===== src/rtl/updn_cntr_prog.sv =====
// ---------------------------------------------------------------------------
// updn_cntr_prog
// Programmable-limit up/down counter with wrap or saturate behaviour at the
// range boundaries (0 and limit) and a registered boundary-event pulse.
//
// Optional feature macro: CNTR_OVF_STICKY_EN
//   When defined, adds the ovf_sticky output and the ovf_clr input. The
//   sticky flag latches every boundary event until it is cleared.
//
// Parameters:
//   WIDTH   counter width in bits (2..32)
//   STEP_W  step input width in bits (1..WIDTH)
//
// Ports:
//   clk         rising-edge clock
//   reset       synchronous active-high reset
//   s_reset     synchronous clear of count and event outputs
//   ena         count enable
//   cnt_load    load cnt_in, clamped to limit
//   cnt_in      load value
//   up_dn       1 = count up, 0 = count down
//   step        amount added/subtracted per enabled cycle
//   limit       top of the legal count range 0..limit
//   sat_mode    1 = saturate at boundary, 0 = wrap
//   cnt_out     registered count
//   term_cnt    count is at the terminal value for the current direction
//   wrap_pulse  one-cycle registered boundary-event flag
//   ovf_sticky  sticky boundary-event flag      (CNTR_OVF_STICKY_EN only)
//   ovf_clr     clears ovf_sticky               (CNTR_OVF_STICKY_EN only)
// ---------------------------------------------------------------------------
module updn_cntr_prog #(
    parameter int WIDTH  = 8,
    parameter int STEP_W = 4
) (
    input  logic              clk,
    input  logic              reset,
    input  logic              s_reset,
    input  logic              ena,
    input  logic              cnt_load,
    input  logic [WIDTH-1:0]  cnt_in,
    input  logic              up_dn,
    input  logic [STEP_W-1:0] step,
    input  logic [WIDTH-1:0]  limit,
    input  logic              sat_mode,
    output logic [WIDTH-1:0]  cnt_out,
    output logic              term_cnt,
    output logic              wrap_pulse
`ifdef CNTR_OVF_STICKY_EN
    ,
    output logic              ovf_sticky,
    input  logic              ovf_clr
`endif
);

    logic [WIDTH-1:0] r_cnt;
    logic             r_wrap_pulse;

    logic [WIDTH-1:0] w_step_ext;
    logic [WIDTH:0]   w_sum;
    logic [WIDTH-1:0] w_load_val;
    logic [WIDTH-1:0] w_next;
    logic             w_event;

    assign w_step_ext = WIDTH'(step);
    // One extra bit so an up-count past the top of the WIDTH range is still
    // seen as exceeding limit instead of silently wrapping.
    assign w_sum      = {1'b0, r_cnt} + {1'b0, w_step_ext};
    assign w_load_val = (cnt_in > limit) ? limit : cnt_in;

    // Next count for an enabled cycle. A zero step never produces an event;
    // a nonzero step from a boundary in its own direction always does, which
    // covers the saturate-mode "already at boundary" case and limit = 0.
    always_comb begin
        w_next  = r_cnt;
        w_event = 1'b0;
        if (r_cnt > limit) begin
            // limit was lowered below the current count at run time
            w_next = limit;
        end else if (step == '0) begin
            w_next = r_cnt;
        end else if (up_dn) begin
            if (w_sum <= {1'b0, limit}) begin
                w_next = w_sum[WIDTH-1:0];
            end else begin
                w_event = 1'b1;
                w_next  = sat_mode ? limit : '0;
            end
        end else begin
            if (r_cnt >= w_step_ext) begin
                w_next = r_cnt - w_step_ext;
            end else begin
                w_event = 1'b1;
                w_next  = sat_mode ? '0 : limit;
            end
        end
    end

    always_ff @(posedge clk) begin
        if (reset || s_reset) begin
            r_cnt        <= '0;
            r_wrap_pulse <= 1'b0;
        end else if (cnt_load) begin
            r_cnt        <= w_load_val;
            r_wrap_pulse <= 1'b0;
        end else if (ena) begin
            r_cnt        <= w_next;
            r_wrap_pulse <= w_event;
        end else begin
            r_wrap_pulse <= 1'b0;
        end
    end

`ifdef CNTR_OVF_STICKY_EN
    logic r_ovf_sticky;
    logic w_sticky_set;

    // Same condition that sets wrap_pulse; set has priority over ovf_clr.
    assign w_sticky_set = !cnt_load && ena && w_event;

    always_ff @(posedge clk) begin
        if (reset || s_reset) begin
            r_ovf_sticky <= 1'b0;
        end else if (w_sticky_set) begin
            r_ovf_sticky <= 1'b1;
        end else if (ovf_clr) begin
            r_ovf_sticky <= 1'b0;
        end
    end

    assign ovf_sticky = r_ovf_sticky;
`endif

    assign cnt_out    = r_cnt;
    assign wrap_pulse = r_wrap_pulse;
    assign term_cnt   = up_dn ? (r_cnt == limit) : (r_cnt == '0);

endmodule

===== config.mk =====
export PLATFORM = sky130hd
export DESIGN_NAME = updn_cntr_prog
export DESIGN_NICKNAME = d
export VERILOG_FILES = /design/src/rtl/updn_cntr_prog.sv
export SDC_FILE = /design/constraint.sdc
export NUM_CORES = 1
export LEC_CHECK = 0
export ABC_AREA = 1
export CAP_MARGIN = 15
export CORE_MARGIN = 1
export CORE_UTILIZATION = 48
export DETAILED_ROUTE_END_ITERATION = 10
export PLACE_DENSITY = 0.76
export SYNTH_ARGS = -nofsm -noshare
export SYNTH_HDL_FRONTEND = slang
export SYNTH_SLANG_ARGS = --single-unit

===== constraint.sdc =====
create_clock -name clk -period 10.2 [get_ports clk]
set_input_delay 2.04 -clock clk [delete_from_list [all_inputs] [get_ports clk]]
set_output_delay 2.04 -clock clk [all_outputs]
set_load 0.005 [all_outputs]

==> summary.txt, run 1 <==
Worst hold path
  • Min-delay src: cnt_out[0]
  • Worst Hold Path EP: cnt_out[0]
  • Hold Path Depth: 2
  • Min-Delay Path Class: reg2reg

Job
  • Max cap viols: 0

Layout
  • Util after Layout: 0.595
  • FILL cells: 439
  • Non-filler cells, final: between 400 and 500
  • Area Overhead vs Synth: 19.5%
  • Final instance area: approximately 2600 sq um
  • Final net count: 458
  • Layout cells sized above 1: 0.101
  • Diodes inserted: 0

Setup path
  • Worst endpoint required time: 8.16 ns
  • Worst r2r path cells: 18
  • Crit Path Class: in2out
  • Crit path buf inv count: 3
  • Crit path cell chain: clkdlybuf4s50_1 -> inv_1 -> ha_1 -> nand2_1 -> nor2_1 -> nand4_1 -> o21ai_0 -> clkdlybuf4s50_1
  • CP Launch Type: input pin
  • Worst Path Max Fanout: 4
  • Worst r2r src: cnt_out[1]
  • Top delay family on crit path: buffers and inverters
  • Max stage delay cell, worst path: clkdlybuf4s50_1
  • RR Endpoint: cnt_out[0]
  • Crit. End Element: output pin
  • Flop2flop setup slack: 6.68 ns
  • CP startpoint: limit[6]
  • WP data arrival: about 4.2 ns
  • Most used cell, CP: clkdlybuf4s50_1
  • Delay of the slowest cell on the worst path: approximately 0.55 ns

Clock tree
  • Cts hold-fix bufs: 0
  • Num CTS Buffers: 3
  • Skew-Pair Late Insertion Delay: around 0.24 ns
  • Postcts setup bufs: 0
  • Clock-pin slew on the worst setup and hold paths: 0.05 ns
  • Sink Count: 9
  • CTS max path bufs: 2
  • H-tree depth: 1
  • Post-CTS sizing: 0
  • CTS tree: done
  • CTS root buf: clkbuf_8

Yosys
  • Async set-reset flop share out of synthesis: 0
  • Post-synth cell types: 35
  • Mapped Area: approximately 2200 sq um
  • Synth warnings: 0
  • Primary FF master, synth: dfxtp_1
  • Synth area leader: ha_1
  • Area share of the largest cell type after synthesis: 0.185
  • Largest cells by area after synthesis: ha_1 (18%), nand2_1 (15%), inv_1 (8.7%)
  • Synth top cells by count: nand2_1 (87), inv_1 (50), nand3_1 (33)
  • Cell count after synthesis: 364
  • Register area share after synthesis: 0.0831
  • Syn_area_per_cell: 5.95 sq um
  • Post-synth EDFFs: 0
  • Yosys reg bits: 9
  • Most common cell in the netlist: nand2_1
  • Synthesized net count: approximately 430

Timing
  • Final setup vio count: 0
  • Fin. Hold Viols: 0
  • Minimum clock period: about 6.2 ns
  • Tcrit/Tclk final: 0.609
  • Final Skew: ~0.0050 ns
  • Maximum clock rate: between 150 and 200 MHz
  • Setup TNS: 0 ns
  • Normalized max-slew margin: 0.290
  • Least-Margin Pin Slew: between 1 and 1.5 ns
  • Final Max Slew Viols: 0
  • Unrepaired setup endpoints after global routing: false

Pwr
  • Max IR drop VDD: around 0.046 mV
  • Pwr dens: ~89 nW/um^2
  • Power, Total: about 0.00023 W
  • Leak pwr: ~1.4 nW

Drt
  • Wl on met1: roughly 2800 um
  • DRT antenna net count: 0
  • Via/cell ratio: between 5 and 6
  • Residual DRC count: 0
  • Routed length per placed instance: 13.5 um
  • Post-Route WL: 6040 um
  • Routed wl met2: around 2900 um
  • Vias: ~2,500
  • Initial DRC Count: roughly 160
  • WL met3: between 300 and 400 um
  • TritonRoute pass-1 iters: 4
  • Top Layer Used: met4

Global routing
  • Largest net degree at the start of global routing: 17
  • Antenna violations before repair: 0
  • First-pass GRT wire length: about 10,000 um
  • Total grt overflow: 0
  • Overall global routing resource usage: 0.266
  • Vias in the first global route: between 2,000 and 2,500

Place
  • Placed cells: approximately 440
  • Gp weighted congestion: 0.982
  • Dpl cell area: 2540 sq um
  • Dpl hpwl: 5020 um
  • Number of I/O port buffers: 36

Die
  • Core ar.: between 4000 and 5000 sq um
  • FP Rows: 24
  • DIE WIDTH: 69.2 um
  • Boundary pin count: 37
  • Die Y: ~69 um
  • Starting Density: 0.498
  • Die area: between 4000 and 5000 sq um

Run status
  • Status: completed
==> kinds of logic (layout without fill, tap and decap cells) <==
group,count (synthesis),in the layout,synth area share
DFF,9,9,0.0831
xor gates and xnor gates,5,5,0.0202
and+or+nand+nor,191,191,0.415
buffers and inverters,64,96,0.120
AOI/OAI and AO/OA,61,61,0.159
adders and majority gates,34,34,0.203
==> metrics by stage <==
step / setup WS (ns) / hold WS, ns
6_report: 3.98 / 0.637
2_1_floorplan: 5.31 / 0.591
3_3_place_gp: 4.07 / 0.635
5_1_grt: 3.80 / 0.657
4_1_cts: 4.00 / 0.642
3_5_place_dp: 4.00 / 0.635
==> metal layers <==
layer  up-vias  GRT usage
met5         -          0
li1       1253          -
met3        10     0.0320
met4         0     0.0476
met2        81      0.460
met1      1121      0.356
==> power breakdown <==
group          switching (W)  total (W)  internal [W]
combinational      0.0000857   0.000143     0.0000577
clock              0.0000172  0.0000448     0.0000275
sequential        0.00000521  0.0000428     0.0000376
==> how the worst max path moves through the flow <==
stage / endpoint / slack [ns] / depth (start not counted)
after floorplan: term_cnt / 5.31 / 6
after global placement: term_cnt / 4.07 / 8
after detailed placement: term_cnt / 4.00 / 8
after CTS: term_cnt / 4.00 / 8
after global routing: term_cnt / 3.80 / 8
final: term_cnt / 3.98 / 8
==> registers in the layout, summed over array words and instances, names as in the netlist <==
signal / flops
wrap_pulse: 1
cnt_out: 8
==> final cells by class <==
class | count | area, sq um | area share
tap | 52 | 65.1 | 0.0251
inverter | 56 | 211 | 0.0816
timing repair buffer | 36 | 360 | 0.139
sequential | 9 | 180 | 0.0696
multi-input combinational | 291 | 1730 | 0.667
clock buffer | 4 | 45.0 | 0.0174
==> cells in the final DEF (no fill, tap or decap), types with 2 or more instances in the layout <==
cell,instances
nand4_1,8
dfxtp_1,9
clkdlybuf4s50_1,36
xor2_1,5
nand3_2,3
a21oi_1,26
nand2_2,12
nand3_1,33
ha_1,32
nand3b_1,2
inv_2,5
nand2_1,87
nor2_2,2
a21oi_2,8
o21ai_0,22
fa_1,2
clkbuf_8,3
or2_4,2
inv_1,50
nor2_1,31
nor3_1,6
==> worst reg2reg max path, cell delays in order (launching register included) <==
cell,delay (ns)
dfxtp_1,0.46
inv_1,0.16
fa_1,0.44
or2_4,0.28
nand2_2,0.07
nand2_1,0.08
nor2_1,0.13
xor2_1,0.25
inv_1,0.09
ha_1,0.30
nand2_1,0.07
nor3_1,0.25
nand3_2,0.25
nand2_4,0.24
nand2_2,0.06
nand3_1,0.07
nand2_1,0.06
nand2_1,0.08
a21oi_2,0.06
Power figures use the tool's default switching activity.
==> run 2, diff against run 1 <==
--- a/config.mk
+++ b/config.mk
@@ -10,7 +10,7 @@
 export CORE_MARGIN = 1
 export CORE_UTILIZATION = 48
 export DETAILED_ROUTE_END_ITERATION = 10
-export PLACE_DENSITY = 0.76
+export PLACE_DENSITY = 0.79
 export SYNTH_ARGS = -nofsm -noshare
 export SYNTH_HDL_FRONTEND = slang
 export SYNTH_SLANG_ARGS = --single-unit
==> constraint.sdc (replaced) <==
create_clock -name clk -period 5.6 [get_ports clk]
set_input_delay 1.12 -clock clk [delete_from_list [all_inputs] [get_ports clk]]
set_output_delay 1.12 -clock clk [all_outputs]
set_load 0.005 [all_outputs]
==> run 2 against run 1 <==
Compared with the run above:
- critical path depth unchanged
- clock power up 73%
- non-clock buffer count unchanged
- power up 81%
- clock skew down 0.0033 ns
- sequential cell count unchanged
- final cell count unchanged
- first-iteration DRC count up 21%
- global-route usage down 1.7 points
- combinational power up 83%
- critical path type unchanged
- largest power group unchanged
==> summary.txt, run 2 (synthesis results as in run 1) <==
Drt
  • Vias: 2,440 (-1.0%)
  • Via/cell ratio: 5.45 (-1.0%)
  • Initial DRC Count: 191 (+21%)
  • TritonRoute pass-1 iters: 5 (+1)
  • Residual DRC count: 0 (unchanged)
  • Post-Route WL: 6000 um (-0.81%)
  • DRT antenna net count: 0 (unchanged)
  • Routed length per placed instance: 13.4 um (-0.81%)

Clock tree
  • Cts hold-fix bufs: 0 (unchanged)
  • Postcts setup bufs: 0 (unchanged)
  • Post-CTS sizing: 0 (unchanged)
  • Skew-Pair Late Insertion Delay: 0.24 ns (about the same)
  • CTS tree: done
  • CTS root buf: clkbuf_8
  • Clock-pin slew on the worst setup and hold paths: 0.05 ns (about the same)
  • H-tree depth: 1 (unchanged)
  • CTS max path bufs: 2 (unchanged)
  • Sink Count: 9 (unchanged)
  • Num CTS Buffers: 3 (unchanged)

Setup path
  • Top delay family on crit path: buffers and inverters
  • Most used cell, CP: clkdlybuf4s50_1
  • Worst r2r src: cnt_out[0]
  • Crit Path Class: in2out
  • WP data arrival: 3.37 ns (-0.81 ns)
  • Flop2flop setup slack: 2.20 ns (-4.48 ns)
  • RR Endpoint: cnt_out[0]
  • Delay of the slowest cell on the worst path: 0.57 ns (+0.02 ns)
  • Crit path cell chain: clkdlybuf4s50_1 -> inv_1 -> ha_1 -> nand2_1 -> nor2_1 -> nand4_1 -> o21ai_0 -> clkdlybuf4s50_1
  • CP Launch Type: input pin
  • Worst r2r path cells: 19 (+1)
  • Worst endpoint required time: 4.48 ns (-3.68 ns)
  • CP startpoint: limit[7]
  • Crit. End Element: output pin
  • Worst Path Max Fanout: 4 (unchanged)
  • Crit path buf inv count: 3 (unchanged)
  • Max stage delay cell, worst path: clkdlybuf4s50_1

Layout
  • Diodes inserted: 0 (unchanged)
  • Most common cell after layout, fill and taps aside: nand2_1
  • Util after Layout: 0.595 (unchanged)
  • Area Overhead vs Synth: 19.5% (unchanged)
  • Final net count: 458 (unchanged)
  • Most frequent cells in the layout: nand2_1 (87), inv_1 (50), clkdlybuf4s50_1 (36)
  • Layout cells sized above 1: 0.101 (unchanged)
  • FILL cells: 426 (-3.0%)
  • Largest register FFs: 8 (unchanged)

Global routing
  • Vias in the first global route: 2,156 (-5.6%)
  • Largest net degree at the start of global routing: 17 (unchanged)
  • Overall global routing resource usage: 0.248 (-0.0172)
  • First-pass GRT wire length: 9800 um (-6.4%)
  • Total grt overflow: 0 (unchanged)
  • Antenna violations before repair: 0 (unchanged)

Pwr
  • Max IR drop VDD: 0.0992 mV (+120%)
  • Pwr dens: 161 nW/um^2 (+81%)
  • Leak pwr: 1.37 nW (unchanged)

Die
  • Die Y: 69.2 um (unchanged)
  • Die area: 4790 sq um (unchanged)
  • Core ar.: 4350 sq um (unchanged)
  • DIE WIDTH: 69.2 um (unchanged)
  • Boundary pin count: 37 (unchanged)
  • Starting Density: 0.498 (unchanged)
  • FP Rows: 24 (unchanged)

Worst hold path
  • Min-Delay Path Class: reg2reg
  • Hold Path Depth: 2 (unchanged)
  • Min-delay src: cnt_out[0]
  • Worst Hold Path EP: cnt_out[0]

Timing
  • Fin. Hold Viols: 0 (unchanged)
  • Unrepaired setup endpoints after global routing: false
  • Final Max Slew Viols: 0 (unchanged)
  • Final setup vio count: 0 (unchanged)
  • Least-Margin Pin Slew: 1.03 ns (-0.0259 ns)
  • Tcrit/Tclk final: 0.802
  • Final Skew: 0.00170 ns (-0.00331 ns)
  • Normalized max-slew margin: 0.307 (+0.0174)
  • Setup TNS: 0 ns (unchanged)
  • Minimum clock period: roughly 4.5 ns
  • Maximum clock rate: roughly 220 MHz

Place
  • Gp weighted congestion: 0.937 (-4.6%)
  • Number of I/O port buffers: 36 (unchanged)
  • Dpl hpwl: 4880 um (-2.9%)

Job
  • Max cap viols: 0 (unchanged)

Run status
  • Status: completed
-- run 2: power breakdown --
part           internal (W)  switching, W  total (W)
sequential        0.0000687    0.00000986  0.0000785
combinational      0.000105      0.000156   0.000262
clock             0.0000498     0.0000279  0.0000777
total              0.000224      0.000194   0.000418
-- run 2: layout make-up --
class | count | area [sq um] | share of cell area
clock buffer | 4 | 45.0 | 0.0174
tap | 52 | 65.1 | 0.0251
timing repair buffer | 36 | 360 | 0.139
inverter | 56 | 211 | 0.0816
multi-input combinational | 291 | 1730 | 0.667
sequential | 9 | 180 | 0.0696
-- run 2: worst max path at each step --
stage | to | slack, ns | depth (start not counted)
after floorplan | cnt_out[1] | 1.85 | 19
after global placement | cnt_out[1] | 1.10 | 20
after detailed placement | cnt_out[1] | 1.01 | 20
after CTS | term_cnt | 1.15 | 8
after global routing | cnt_out[1] | 0.92 | 20
final | term_cnt | 1.11 | 8
-- run 2: metal layers --
metal	GRT usage	vias up	part of all wire
li1	-	1258	-
met1	0.338	1084	0.46
met2	0.424	91	0.47
met3	0.0218	7	0.058
met4	0.0567	0	0.0090
met5	0	-	0
-- run 2: tightest hold or removal path, stage by stage (launching register included) --
cell	delay (ns)
dfxtp_1	0.35
o21ai_0	0.21
a21oi_2	0.04
-- run 2: per-stage QoR --
stage / worst slack (ns) / hold slack (ns) / instances / cell area [sq um] / power [W]
finish: 1.11 / 0.647 / 448 / 2590 / 0.000418
CTS: 1.15 / 0.645 / 448 / 2590 / 0.000415
floorplan: 1.85 / 0.591 / 364 / 2170 / 0.000261
global route: 0.919 / 0.706 / 448 / 2590 / 0.000455
detailed placement: 1.01 / 0.636 / 444 / 2540 / 0.000337
global placement: 1.10 / 0.643 / 444 / 2540 / 0.000332
==> run 3, diff against run 2 <==
==> constraint.sdc (replaced) <==
create_clock -name clk -period 3.8 [get_ports clk]
set_input_delay 0.76 -clock clk [delete_from_list [all_inputs] [get_ports clk]]
set_output_delay 0.76 -clock clk [all_outputs]
set_load 0.005 [all_outputs]
==> run 3 against run 2 <==
Compared with the run above:
- setup slack worse by 0.93 ns
- die area stayed put
- global-route usage is 2.1 points higher
- highest routed layer unchanged
==> summary.txt, run 3 (synthesis results as in run 1) <==
Die
  • Die Y: 69.2 um (unchanged)
  • Boundary pin count: 37 (unchanged)
  • FP Rows: 24 (unchanged)
  • Die area: 4790 sq um (unchanged)
  • Core ar.: 4350 sq um (unchanged)
  • Starting Density: 0.498 (unchanged)
  • DIE WIDTH: 69.2 um (unchanged)

Drt
  • TritonRoute pass-1 iters: 4 (-1)
  • Initial DRC Count: 151 (-21%)
  • Residual DRC count: 0 (unchanged)
  • Vias: 2,538 (+4.0%)
  • Via/cell ratio: 5.38 (-1.3%)
  • DRT antenna net count: 0 (unchanged)
  • Routed length per placed instance: 13.6 um (+1.7%)
  • Post-Route WL: 6420 um (+7.1%)

Place
  • Gp weighted congestion: 0.936 (about the same)
  • Number of I/O port buffers: 36 (unchanged)
  • Dpl hpwl: 5210 um (+6.8%)
  • Setup WS pre-CTS: -0.281 ns (-1.29 ns)

Timing
  • Maximum clock rate: around 280 MHz
  • Least-Margin Pin Slew: 0.993 ns (-0.0423 ns)
  • Normalized max-slew margin: 0.335 (+0.0283)
  • Setup WS post-layout: 0.179 ns (-0.933 ns)
  • Final Skew: 0.00127 ns (-0.000421 ns)
  • Tcrit/Tclk final: 0.953
  • Fin. Hold Viols: 0 (unchanged)
  • Minimum clock period: between 3 and 4 ns
  • Hold_ws: 0.672 ns (+0.0249 ns)
  • Final Max Slew Viols: 0 (unchanged)
  • Setup TNS: 0 ns (unchanged)
  • Final setup vio count: 0 (unchanged)

Worst hold path
  • Min-Delay Path Class: reg2reg

Clock tree
  • H-tree depth: 1 (unchanged)
  • Num CTS Buffers: 3 (unchanged)
  • CTS max path bufs: 2 (unchanged)
  • Cts hold-fix bufs: 0 (unchanged)
  • Clock-pin slew on the worst setup and hold paths: 0.05 ns (about the same)
  • Sink Count: 9 (unchanged)
  • Skew-Pair Late Insertion Delay: 0.23 ns (about the same)
  • CTS root buf: clkbuf_8
  • CTS tree: done

Pwr
  • Power, Total: 0.000665 W (+59%)
  • Sw Ratio: 0.458 (-0.00671)
  • NetSw: 0.000304 W (+57%)
  • Combinational Power Share: 0.650 (+0.024)
  • Internal power: 0.000360 W (+61%)
  • Reg power frac: 0.174 (-0.014)
  • Pwr dens: 234 nW/um^2 (+45%)
  • Leak pwr: 1.50 nW (+9.9%)
  • Max IR drop VDD: 0.154 mV (+55%)
  • Clk network pwr share: 0.175 (-0.011)

Setup path
  • Worst Path Max Fanout: 4 (unchanged)
  • Crit Path Class: in2reg
  • Crit. End Element: flip-flop
  • CP Launch Type: input pin
  • Worst endpoint required time: 3.97 ns (-0.51 ns)
  • WP data arrival: 3.79 ns (+0.42 ns)

Layout
  • Most frequent cells in the layout: nand2_1 (82), inv_1 (50), clkdlybuf4s50_1 (35)
  • Largest register FFs: 8 (unchanged)
  • Most common cell after layout, fill and taps aside: nand2_1
  • Diodes inserted: 0 (unchanged)
  • Final net count: 482 (+5.2%)
  • Layout cells sized above 1: 0.179 (+0.0776)
  • Area Overhead vs Synth: 31.3%

Global routing
  • Total grt overflow: 0 (unchanged)
  • First-pass GRT wire length: 10,600 um (+8.5%)
  • Largest net degree at the start of global routing: 17 (unchanged)
  • Vias in the first global route: 2,367 (+9.8%)
  • Overall global routing resource usage: 0.270 (+0.0214)
  • Antenna violations before repair: 0 (unchanged)

Job
  • Max cap viols: 0 (unchanged)

Run status
  • Status: completed
==> run 3: cell types whose count changed in the layout (fill, tap and decap cells not counted), moves of 2 or more <==
cell	delta
ha_4	+2
buf_4	+23
nand2_2	+4
nand2_1	-5
ha_1	-3
==> run 3: power groups by stage <==
stage	Sequential [W]	Combinational (W)	Clock (W)
floorplan	0.000112	0.000274	0
global placement	0.000117	0.000398	0
detailed placement	0.000117	0.000406	0
CTS	0.000115	0.000409	0.000116
global route	0.000117	0.000486	0.000121
finish	0.000116	0.000432	0.000117
==> run 3: layer usage <==
| metal | track usage | share of wire |
|---|---|---|
| met5 | 0 | 0 |
| met4 | 0.0884 | 0.020 |
| met3 | 0.0203 | 0.061 |
| met2 | 0.464 | 0.47 |
| met1 | 0.355 | 0.44 |
==> run 3: stage by stage <==
step,cells,area [sq um],utilization
global route,472,2850,0.653
finish,472,2850,0.653
floorplan,364,2170,-
detailed placement,466,2710,0.622
global placement,466,2710,0.622
CTS,470,2760,0.634
==> run 3: path summary, 6_finish.rpt <==
kind	to	start	slack, ns	cells past startpoint
setup / recovery	cnt_out[3]	step[1]	0.18	19
hold / removal	cnt_out[7]	cnt_out[7]	0.67	2
setup reg to reg	cnt_out[3]	cnt_out[1]	0.63	18
hold reg to reg	cnt_out[7]	cnt_out[7]	0.67	2
==> run 3: area by class of cell <==
class	instances	area [sq um]
Fill cell	410	1510
Sequential cell	9	180
Multi-Input combinational cell	292	1810
Clock buffer	4	45.0
Timing Repair Buffer	59	536
Tap cell	52	65.1
Inverter	56	211
==> run 3: repair_timing <==
| item | CTS | global route |
|---|---|---|
| buffers inserted | 0 | 1 |
| endpoints found under the setup margin | 8 | 10 |
| resized for setup | 1 | 14 |
| cloned | 0 | 1 |
| pin swaps | 0 | 5 |
| hold endpoints to repair | 0 | 0 |
==> run 3: critical path, stage by stage <==
cell,delay (ns)
clkdlybuf4s50_1,0.48
inv_1,0.08
fa_2,0.39
or2_4,0.26
nand2_2,0.06
nand2_1,0.06
nor2_1,0.11
xor2_1,0.20
inv_1,0.07
ha_1,0.30
nand2_1,0.09
nor3_2,0.14
nand3_2,0.17
buf_4,0.20
nand3_1,0.08
nand3_1,0.08
nand2_1,0.07
nand2_1,0.06
a21oi_2,0.11
